--- src/rtl/idu_hazard_ctrl.sv ---
// rtl/idu_hazard_ctrl.sv - decode-side hazard scoreboard and stall/flush control for the ID/EX pipe register
//
// Purpose:
//   Tracks the destination registers of in-flight long-latency ops (loads, mul/div)
//   and stalls decode on RAW/WAW hits against them. It also stalls decode when the
//   in-flight budget is used up or when an external stall is requested. On an
//   execute-stage redirect it raises a flush for the redirect cycle and for the
//   following cycle.
//
// Optional feature macro: HAZARD_WB_BYPASS_EN
//   When defined, a same-cycle writeback to a hit register masks that hit,
//   because the writeback data is forwarded. The same-cycle writeback also masks
//   the budget-full stall.
//
// Parameters:
//   MAX_OUTSTANDING  long ops allowed in flight (1..15)
//   REG_ADDR_WIDTH   GPR address width (fixed at 5, 32 GPRs)
//   CU_BUS_WIDTH     width of the control bus
//   CU_STALL         bit index of the stall line within stall_flag_o
//   CU_FLUSH         bit index of the flush line within stall_flag_o
//
// Ports:
//   clk, rst_n        core clock; asynchronous active-low reset
//   inst_valid_i      decode holds a valid instruction
//   rs1_raddr_i/re_i  rs1 address and read enable
//   rs2_raddr_i/re_i  rs2 address and read enable
//   reg_we_i          decode instruction writes a GPR
//   reg_waddr_i       decode destination register
//   is_long_op_i      decode instruction is long-latency
//   wb_valid_i        a long op writes back this cycle
//   wb_waddr_i        writeback destination register
//   jump_flag_i       execute-stage redirect
//   ext_stall_i       external stall request
//   stall_flag_o      control bus; only CU_STALL / CU_FLUSH are driven
//   scoreboard_o      pending-register bitmap (debug)
//   outstanding_o     in-flight long-op count

module idu_hazard_ctrl #(
    parameter int MAX_OUTSTANDING = 4,
    localparam int REG_ADDR_WIDTH = 5,
    parameter int CU_BUS_WIDTH    = 4,
    parameter int CU_STALL        = 0,
    parameter int CU_FLUSH        = 1
) (
    input  logic                      clk,
    input  logic                      rst_n,
    input  logic                      inst_valid_i,
    input  logic [REG_ADDR_WIDTH-1:0] rs1_raddr_i,
    input  logic                      rs1_re_i,
    input  logic [REG_ADDR_WIDTH-1:0] rs2_raddr_i,
    input  logic                      rs2_re_i,
    input  logic                      reg_we_i,
    input  logic [REG_ADDR_WIDTH-1:0] reg_waddr_i,
    input  logic                      is_long_op_i,
    input  logic                      wb_valid_i,
    input  logic [REG_ADDR_WIDTH-1:0] wb_waddr_i,
    input  logic                      jump_flag_i,
    input  logic                      ext_stall_i,
    output logic [CU_BUS_WIDTH-1:0]   stall_flag_o,
    output logic [31:0]               scoreboard_o,
    output logic [3:0]                outstanding_o
);

    localparam logic [3:0] MAX_CNT = 4'(MAX_OUTSTANDING);

    logic [31:0] sb_q;
    logic [31:0] sb_d;
    logic [3:0]  cnt_q;
    logic [3:0]  cnt_d;
    logic        flush_q;

    logic rs1_hit;
    logic rs2_hit;
    logic waw;
    logic raw;
    logic full;
    logic stall;
    logic flush;
    logic issue;
    logic long_issue;
    logic sb_set;
    logic cnt_inc;
    logic cnt_dec;

`ifdef HAZARD_WB_BYPASS_EN
    // A writeback landing this cycle is forwarded, so it cannot be a hazard.
    logic rs1_fwd;
    logic rs2_fwd;
    logic wd_fwd;
    assign rs1_fwd = wb_valid_i & (wb_waddr_i == rs1_raddr_i);
    assign rs2_fwd = wb_valid_i & (wb_waddr_i == rs2_raddr_i);
    assign wd_fwd  = wb_valid_i & (wb_waddr_i == reg_waddr_i);
`else
    logic rs1_fwd;
    logic rs2_fwd;
    logic wd_fwd;
    assign rs1_fwd = 1'b0;
    assign rs2_fwd = 1'b0;
    assign wd_fwd  = 1'b0;
`endif

    // x0 is never marked pending, but the address checks keep hits off x0
    // regardless of the scoreboard contents.
    assign rs1_hit = rs1_re_i & (rs1_raddr_i != '0) & sb_q[rs1_raddr_i] & ~rs1_fwd;
    assign rs2_hit = rs2_re_i & (rs2_raddr_i != '0) & sb_q[rs2_raddr_i] & ~rs2_fwd;
    assign raw     = inst_valid_i & (rs1_hit | rs2_hit);
    assign waw     = inst_valid_i & reg_we_i & (reg_waddr_i != '0)
                   & sb_q[reg_waddr_i] & ~wd_fwd;

`ifdef HAZARD_WB_BYPASS_EN
    // A retiring op frees a slot in the same cycle, so the budget is not exhausted.
    assign full = inst_valid_i & is_long_op_i & reg_we_i & (cnt_q == MAX_CNT) & ~wb_valid_i;
`else
    assign full = inst_valid_i & is_long_op_i & reg_we_i & (cnt_q == MAX_CNT);
`endif

    assign flush = jump_flag_i | flush_q;
    assign stall = ~flush & (raw | waw | full | ext_stall_i);
    assign issue = inst_valid_i & ~stall & ~flush;

    // A long op to x0 still occupies a slot until it writes back, so it
    // counts. It never marks the scoreboard.
    assign long_issue = issue & reg_we_i & is_long_op_i;
    assign sb_set     = long_issue & (reg_waddr_i != '0);

    // Saturate at 0 for stray writebacks. Saturate at the budget as a guard.
    assign cnt_dec = wb_valid_i & (cnt_q != 4'd0);
    assign cnt_inc = long_issue & ((cnt_q != MAX_CNT) | cnt_dec);

    always_comb begin
        sb_d = sb_q;
        if (wb_valid_i) begin
            sb_d[wb_waddr_i] = 1'b0;
        end
        // Set after clear: the issuing instruction becomes the new owner.
        if (sb_set) begin
            sb_d[reg_waddr_i] = 1'b1;
        end
        sb_d[0] = 1'b0;
    end

    always_comb begin
        cnt_d = cnt_q;
        unique case ({cnt_inc, cnt_dec})
            2'b10:   cnt_d = cnt_q + 4'd1;
            2'b01:   cnt_d = cnt_q - 4'd1;
            default: cnt_d = cnt_q;
        endcase
    end

    always_ff @(posedge clk or negedge rst_n) begin
        if (!rst_n) begin
            sb_q    <= '0;
            cnt_q   <= '0;
            flush_q <= 1'b0;
        end else begin
            sb_q    <= sb_d;
            cnt_q   <= cnt_d;
            flush_q <= jump_flag_i;
        end
    end

    always_comb begin
        stall_flag_o           = '0;
        stall_flag_o[CU_STALL] = stall;
        stall_flag_o[CU_FLUSH] = flush;
    end

    assign scoreboard_o  = sb_q;
    assign outstanding_o = cnt_q;

endmodule

--- config.mk ---
export PLATFORM = sky130hd
export DESIGN_NAME = idu_hazard_ctrl
export DESIGN_NICKNAME = d
export VERILOG_FILES = /design/src/rtl/idu_hazard_ctrl.sv
export SDC_FILE = /design/constraint.sdc
export NUM_CORES = 1
export LEC_CHECK = 0
export BUFFER_PORTS_ARGS = -buffer_cell sky130_fd_sc_hd__buf_2
export CAP_MARGIN = 20
export CORE_MARGIN = 5
export CORE_UTILIZATION = 56
export DETAILED_ROUTE_END_ITERATION = 12
export PLACE_DENSITY = 0.83
export SYNTH_ARGS = -nofsm -noshare
export SYNTH_HDL_FRONTEND = slang
export SYNTH_SLANG_ARGS = --single-unit
--- constraint.sdc ---
create_clock -name clk -period 7.6 [get_ports clk]
set_input_delay 0.38 -clock clk [delete_from_list [all_inputs] [get_ports clk]]
set_output_delay 0.38 -clock clk [all_outputs]
set_load 0.1 [all_outputs]
=== Word-level counts from Yosys, hierarchy flattened ===
Cells that the tools add are included.

* Output and inout bits: 40
* Input port bits: 30
* Logic and storage cells: 65
* Flip-flop bits (word level): 36

* Bitwise operators: 30
* Mux-type cells: 13
* Order comparisons: 6
* Add/sub/neg operators: 2
* Eq/ne operators: 4
* Reductions and logical operators: 7

{| class="wikitable"
|+ Operators with widths
! operator !! count
|-
| 32-bit 2-to-1 mux || 2
|-
| 32-bit bitwise AND || 1
|-
| 32-bit inverter || 1
|-
| 32-bit OR || 1
|-
| 5-bit by 6-bit less-than comparator with 1-bit output, second input constant || 4
|-
| 1-bit bitwise AND || 19
|-
| 1-bit binary-select mux with 5-bit select || 3
|-
| 5-bit nonzero test || 3
|-
| 1-bit demux with 5-bit select || 2
|-
| 5-bit by 1-bit >= comparator with 1-bit output, second input constant || 2
|-
| 4-bit one-hot mux with 2 select lines || 1
|-
| 1-bit OR || 6
|-
| 1-bit 2-to-1 mux || 5
|-
| 4-bit by 1-bit adder with 4-bit output, second input constant || 1
|-
| 4-bit by 3-bit equality test with 1-bit output, second input constant || 1
|-
| 4-bit by 3-bit inequality test with 1-bit output, second input constant || 1
|-
| 4-bit nonzero test || 1
|-
| 4-bit by 1-bit subtractor with 4-bit output, second input constant || 1
|-
| 2-bit by 1-bit equality test with 1-bit output, second input constant || 1
|-
| 2-bit equality test, second input constant || 1
|-
| 1-bit logical AND || 2
|-
| 1-bit inverter || 2
|-
| 2-bit nonzero test || 1
|}

=== Logic depth before layout (Yosys ltp) ===
* Depth after elaboration: 17
* Mapped depth: 14
* Gate-level depth less buffers: 13

=== Worst setup path before layout ===
No wires, ideal clock.

* Path kind: reg2reg
* From: reg sb_q[31], in the netlist scoreboard_o[31]
* To: reg cnt_q[3], in the netlist outstanding_o[3]
* Buffers on the path: 0
* Arrival time: 3.575 ns
* Period minus slack after synthesis: 3.737 ns
* Stages on the path, launching flop included: 13
* Setup time: 0.163 ns
* Data required time: 7.437 ns
* Path slack: 3.863 ns
* Cells stage by stage: dfrtp_1 > mux4_2 > mux2_2 > a221oi_1 > o31ai_1 > or4_1 > ha_1 > ha_1 > a21o_1 > a21oi_1 > xnor2_1 > nor2_1 > xor2_1

* Cells in the longest elaborated chain, start to end: 17
* Elaborated cells between the ends (all ways): 25
* Those cells by class: eq/ne (2); mux (7); bitwise (15); reduce/logical (1)

{| class="wikitable"
|+ Ends and longest elaborated chain
! what !! line !! RTL
|-
| start, declared || 66 || <nowiki>logic [31:0] sb_q;</nowiki>
|-
| start signal, assigned || 153 || <nowiki>sb_q <= '0;</nowiki>
|-
| start signal, assigned || 157 || <nowiki>sb_q <= sb_d;</nowiki>
|-
| 1-bit binary-select mux with 5-bit select (on tied branches) || 104, 105 ||
|-
| 1-bit 2-to-1 mux (on tied branches) || 104, 105 ||
|-
| 1-bit bitwise AND (on tied branches) || 104, 105 ||
|-
| 1-bit OR || 106 || <nowiki>assign raw = inst_valid_i & (rs1_hit | rs2_hit);</nowiki>
|-
| 1-bit bitwise AND || 106 ||
|-
| 1-bit OR * (3 in a row) || 118 || <nowiki>assign stall = ~flush & (raw | waw | full | ext_stall_i);</nowiki>
|-
| 1-bit bitwise AND * || 118 ||
|-
| 1-bit inverter * || 119 || <nowiki>assign issue = inst_valid_i & ~stall & ~flush;</nowiki>
|-
| 1-bit bitwise AND * (2 in a row) || 119 ||
|-
| 1-bit bitwise AND * (2 in a row) || 123 || <nowiki>assign long_issue = issue & reg_we_i & is_long_op_i;</nowiki>
|-
| 1-bit bitwise AND * || 128 || <nowiki>assign cnt_inc = long_issue & ((cnt_q != MAX_CNT) | cnt_dec);</nowiki>
|-
| 2-bit by 1-bit equality test with 1-bit output / 2-bit equality test (equally long branches) || 144 || <nowiki>unique case ({cnt_inc, cnt_dec})</nowiki>
|-
| 4-bit one-hot mux with 2 select lines / 2-bit nonzero test (equally long branches) || - ||
|-
| end signal, assigned || 158 || <nowiki>cnt_q <= cnt_d;</nowiki>
|-
| end, declared || 68 || <nowiki>logic [3:0] cnt_q;</nowiki>
|}

Every way passes the cells marked *; elsewhere a longest branch is shown, timed or not. The select of a mux whose other input is x is not followed.
A chain may end at the register's enable or synchronous reset.

=== Final worst setup path ===
* From: reg sb_q[29], in the netlist scoreboard_o[29]
* To: reg cnt_q[3], in the netlist outstanding_o[3]

The elaborated chain is that of the path after synthesis.

==> flow_summary.toml <==
[outcome]
status = "finished, final reports clean"

[synth]
syn_area_um2 = 2790
seq_area_frac_synth_pct = 32.3
synth_compound_area_share_pct = 22.3
synthFlopType = "dfrtp_1"
synth_area_leader_cell = "dfrtp_1"
netlist-cell-type-count = 42
async_flop_share_pct = 100
synthXorXnorAreaFrac_pct = 1.26
yosysMostFrequentCell = "nand2_1"
synth_edf_count = 0
synth-seq-cells = 36
synth_top_family_by_area = "compound AO/OA/AOI/OAI gates"
synthAdderAreaFrac_pct = 2.06
synthSimpleGateAreaFrac_pct = 17.5
synth_area_leaders = "dfrtp_1 (32%), mux4_2 (10%), o31ai_1 (9.1%)"
synth_mux_area_share_pct = 18.6
syn_area_per_cell_um2 = 9.12
netlist_instances = 306
ys_top_cells_by_count = "nand2_1 (41), dfrtp_1 (36), o21ai_0 (36), o31ai_1 (34), mux2i_1 (16)"
synth_top_cell_area_share_pct = 32.3
ys_warn_count = 0

[critical_path]
critPathArrivalTime_ns = 4.02
worstSetupEndpoint = "outstanding_o[3]"
reg2regPathDepth = 13
crit_type = "reg2reg"
r2r_slack_ns = 3.75
crit_chain = "mux4_2 -> mux2_2 -> a221oi_1 -> o31ai_4 -> buf_4 -> or4_1 -> ha_1 -> ha_1 -> a21o_1 -> a21oi_1 -> xnor2_1 -> nor2_1 -> xor2_1"
endpoint_kind = "flop"
startpoint = "scoreboard_o[29]"
critical_path_required_ns = 7.77
crit_top_cell = "ha_1"
r2r-start = "scoreboard_o[29]"
crit_path_start_kind = "flop"
cp_max_fo = 33
cpPeakStageDelay_ns = 0.53
crit_slowest_cell = "or4_1"
r2r-end = "outstanding_o[3]"

[cts]
clk_latency_ns = 0.29
post_cts_buffers = 0
clk_pin_slew_worst_paths_ns = 0.07
cts_tree = "done"
ctsResizeCount = 0
cts_hold_buf = 0
htree_levels = 2
clock-sinks = 36
cts.path.max_buffers = 2
cts_buffers = 5
root_buffer = "clkbuf_8"

[timing]
worstMarginPinSlew_ns = 0.823
rsz0062_at_grt = "no"
fin_skew_ns = 0.00564
slew_headroom_pct = 45.1
fmax_ghz = 0.260
finalSetupTns_ns = 0
finalCritPeriodShare_pct = 50.7
min_period_ns = 3.85
setup_violations = 0
hold_viol_final = 0
worst_hold_slack_ns = 0.182
maxSlewViolCount = 0

[floorplanning]
initial_core_util_pct = 58.3
dieHeight_um = 80.6
ios = 70
die_area_um2 = 6500
num_rows = 25
dieWidth_um = 80.6
core_um2 = 4790

[power_and_ir_drop]
power_frac_clock_pct = 23.1
switchingPower_uw = 290
p_per_area_nw_per_um2 = 199
vdd_ir_drop_max_uv = 178
power_frac_comb_pct = 41.2
leakagePower_uw = 0.00140
switching_share_pct = 45.2
p_seq_share_pct = 35.7
p_int_uw = 352

[worst_hold_path]
hp-class = "in2async"

[global_route]
grt_max_degree = 37
grt_pass1_vias = 2737
antenna_found_initial = 0
grt-ovfl-total = 0
grt_pass1_wl_mm = 14.0
grtUsageTotal_pct = 28.4

[routing]
drt_iter0_drc = 272
post_drt_wl_per_cell_um = 20.6
dr_total_vias = 2905
viasPerCell = 6.79
drtAntennaViolNets = 0
drcViolationCount = 0
drtPass1Iterations = 5
wl_mm = 8.81

[cells_and_area]
final_cell_area_um2 = 3220
n_antenna_cell = 0
area_delta_synth_final_pct = 15.4
finalNetCount = 395
post-route-util_pct = 67.3
drive_above_1_share_pct = 28.5
nFillCells = 387

[place]
place_area_um2 = 3110
place_congestion = 0.960
io_buffer_count = 66
dp_hpwl_mm = 6.34

[run]
cap_violations = 0
## worst min path at each step
stage | startpoint | to | depth (start not counted)
3_5_place_dp | jump_flag_i | flush_q | 1
3_3_place_gp | rst_n | flush_q | 1
6_report | rst_n | scoreboard_o[22] | 1
2_1_floorplan | rst_n | flush_q | 0
5_1_grt | jump_flag_i | flush_q | 1
4_1_cts | rst_n | scoreboard_o[22] | 1
## critical path: cells and delay by family, from the launching register on
family | cells | cell delay [ns]
AO/OA/AOI/OAI | 4 | 0.87
XOR/XNOR | 2 | 0.29
adder cells (fa/ha/maj) | 2 | 0.52
buffers and inverters | 1 | 0.25
flip-flops | 1 | 0.44
multiplexers | 2 | 0.75
AND/OR/NAND/NOR | 2 | 0.60
## per-layer routing
metal / global-route usage [%] / up-vias / routed length [um]
li1: - / 1269 / -
met1: 38.3 / 1388 / 3430
met2: 44.8 / 223 / 4210
met3: 5.83 / 25 / 994
met4: 10.6 / 0 / 178
met5: 0 / - / 0
## power by group through the flow
stage,registers [uW],clock network (uW),logic [uW]
finish,229,148,265
detailed placement,233,0,264
global placement,232,0,257
global route,231,164,282
CTS,229,150,264
floorplan,335,0,106
## cells in the final DEF, fill, tap and decap left out, types with 8 or more instances in the layout
cell and n:
inv_1 8, buf_2 68, o31ai_1 33, nor2_1 15
nand3_1 8, nand2_1 41, nor3_1 8, mux2i_1 16
dfrtp_1 36, mux4_2 13, o21ai_0 36
## logic make-up (layout without fill, tap and decap cells)
logic type,Yosys count,after routing
compound gates,95,95
xor+xnor,4,4
fa+ha+maj,4,4
buf+inv,32,85
flops,36,36
mux,35,35
other cells,1,3
simple gates,99,99
## registers in the layout, indices dropped and copies added, names as in the netlist
| register | cells |
|---|---|
| scoreboard_o | 31 |
| outstanding_o | 4 |
| flush_q | 1 |
## cell type report
class                           count  area (um^2)  share of cell area (%)
Sequential cell                    36          901                    28.0
Tap cell                           67         83.8                    2.60
Clock buffer                        7         96.3                    2.99
Multi-Input combinational cell    240         1750                    54.5
Inverter                            8         30.0                   0.932
Timing Repair Buffer               70          355                    11.0
## through the flow
stage / setup WS (ns) / instances / power (uW)
after floorplan: 3.86 / 308 / 441
after global placement: 3.71 / 419 / 489
after detailed placement: 3.54 / 419 / 497
after CTS: 3.78 / 426 / 644
after global routing: 3.61 / 428 / 678
final: 3.75 / 428 / 642
No activity file was read; power rests on OpenSTA's default activity.
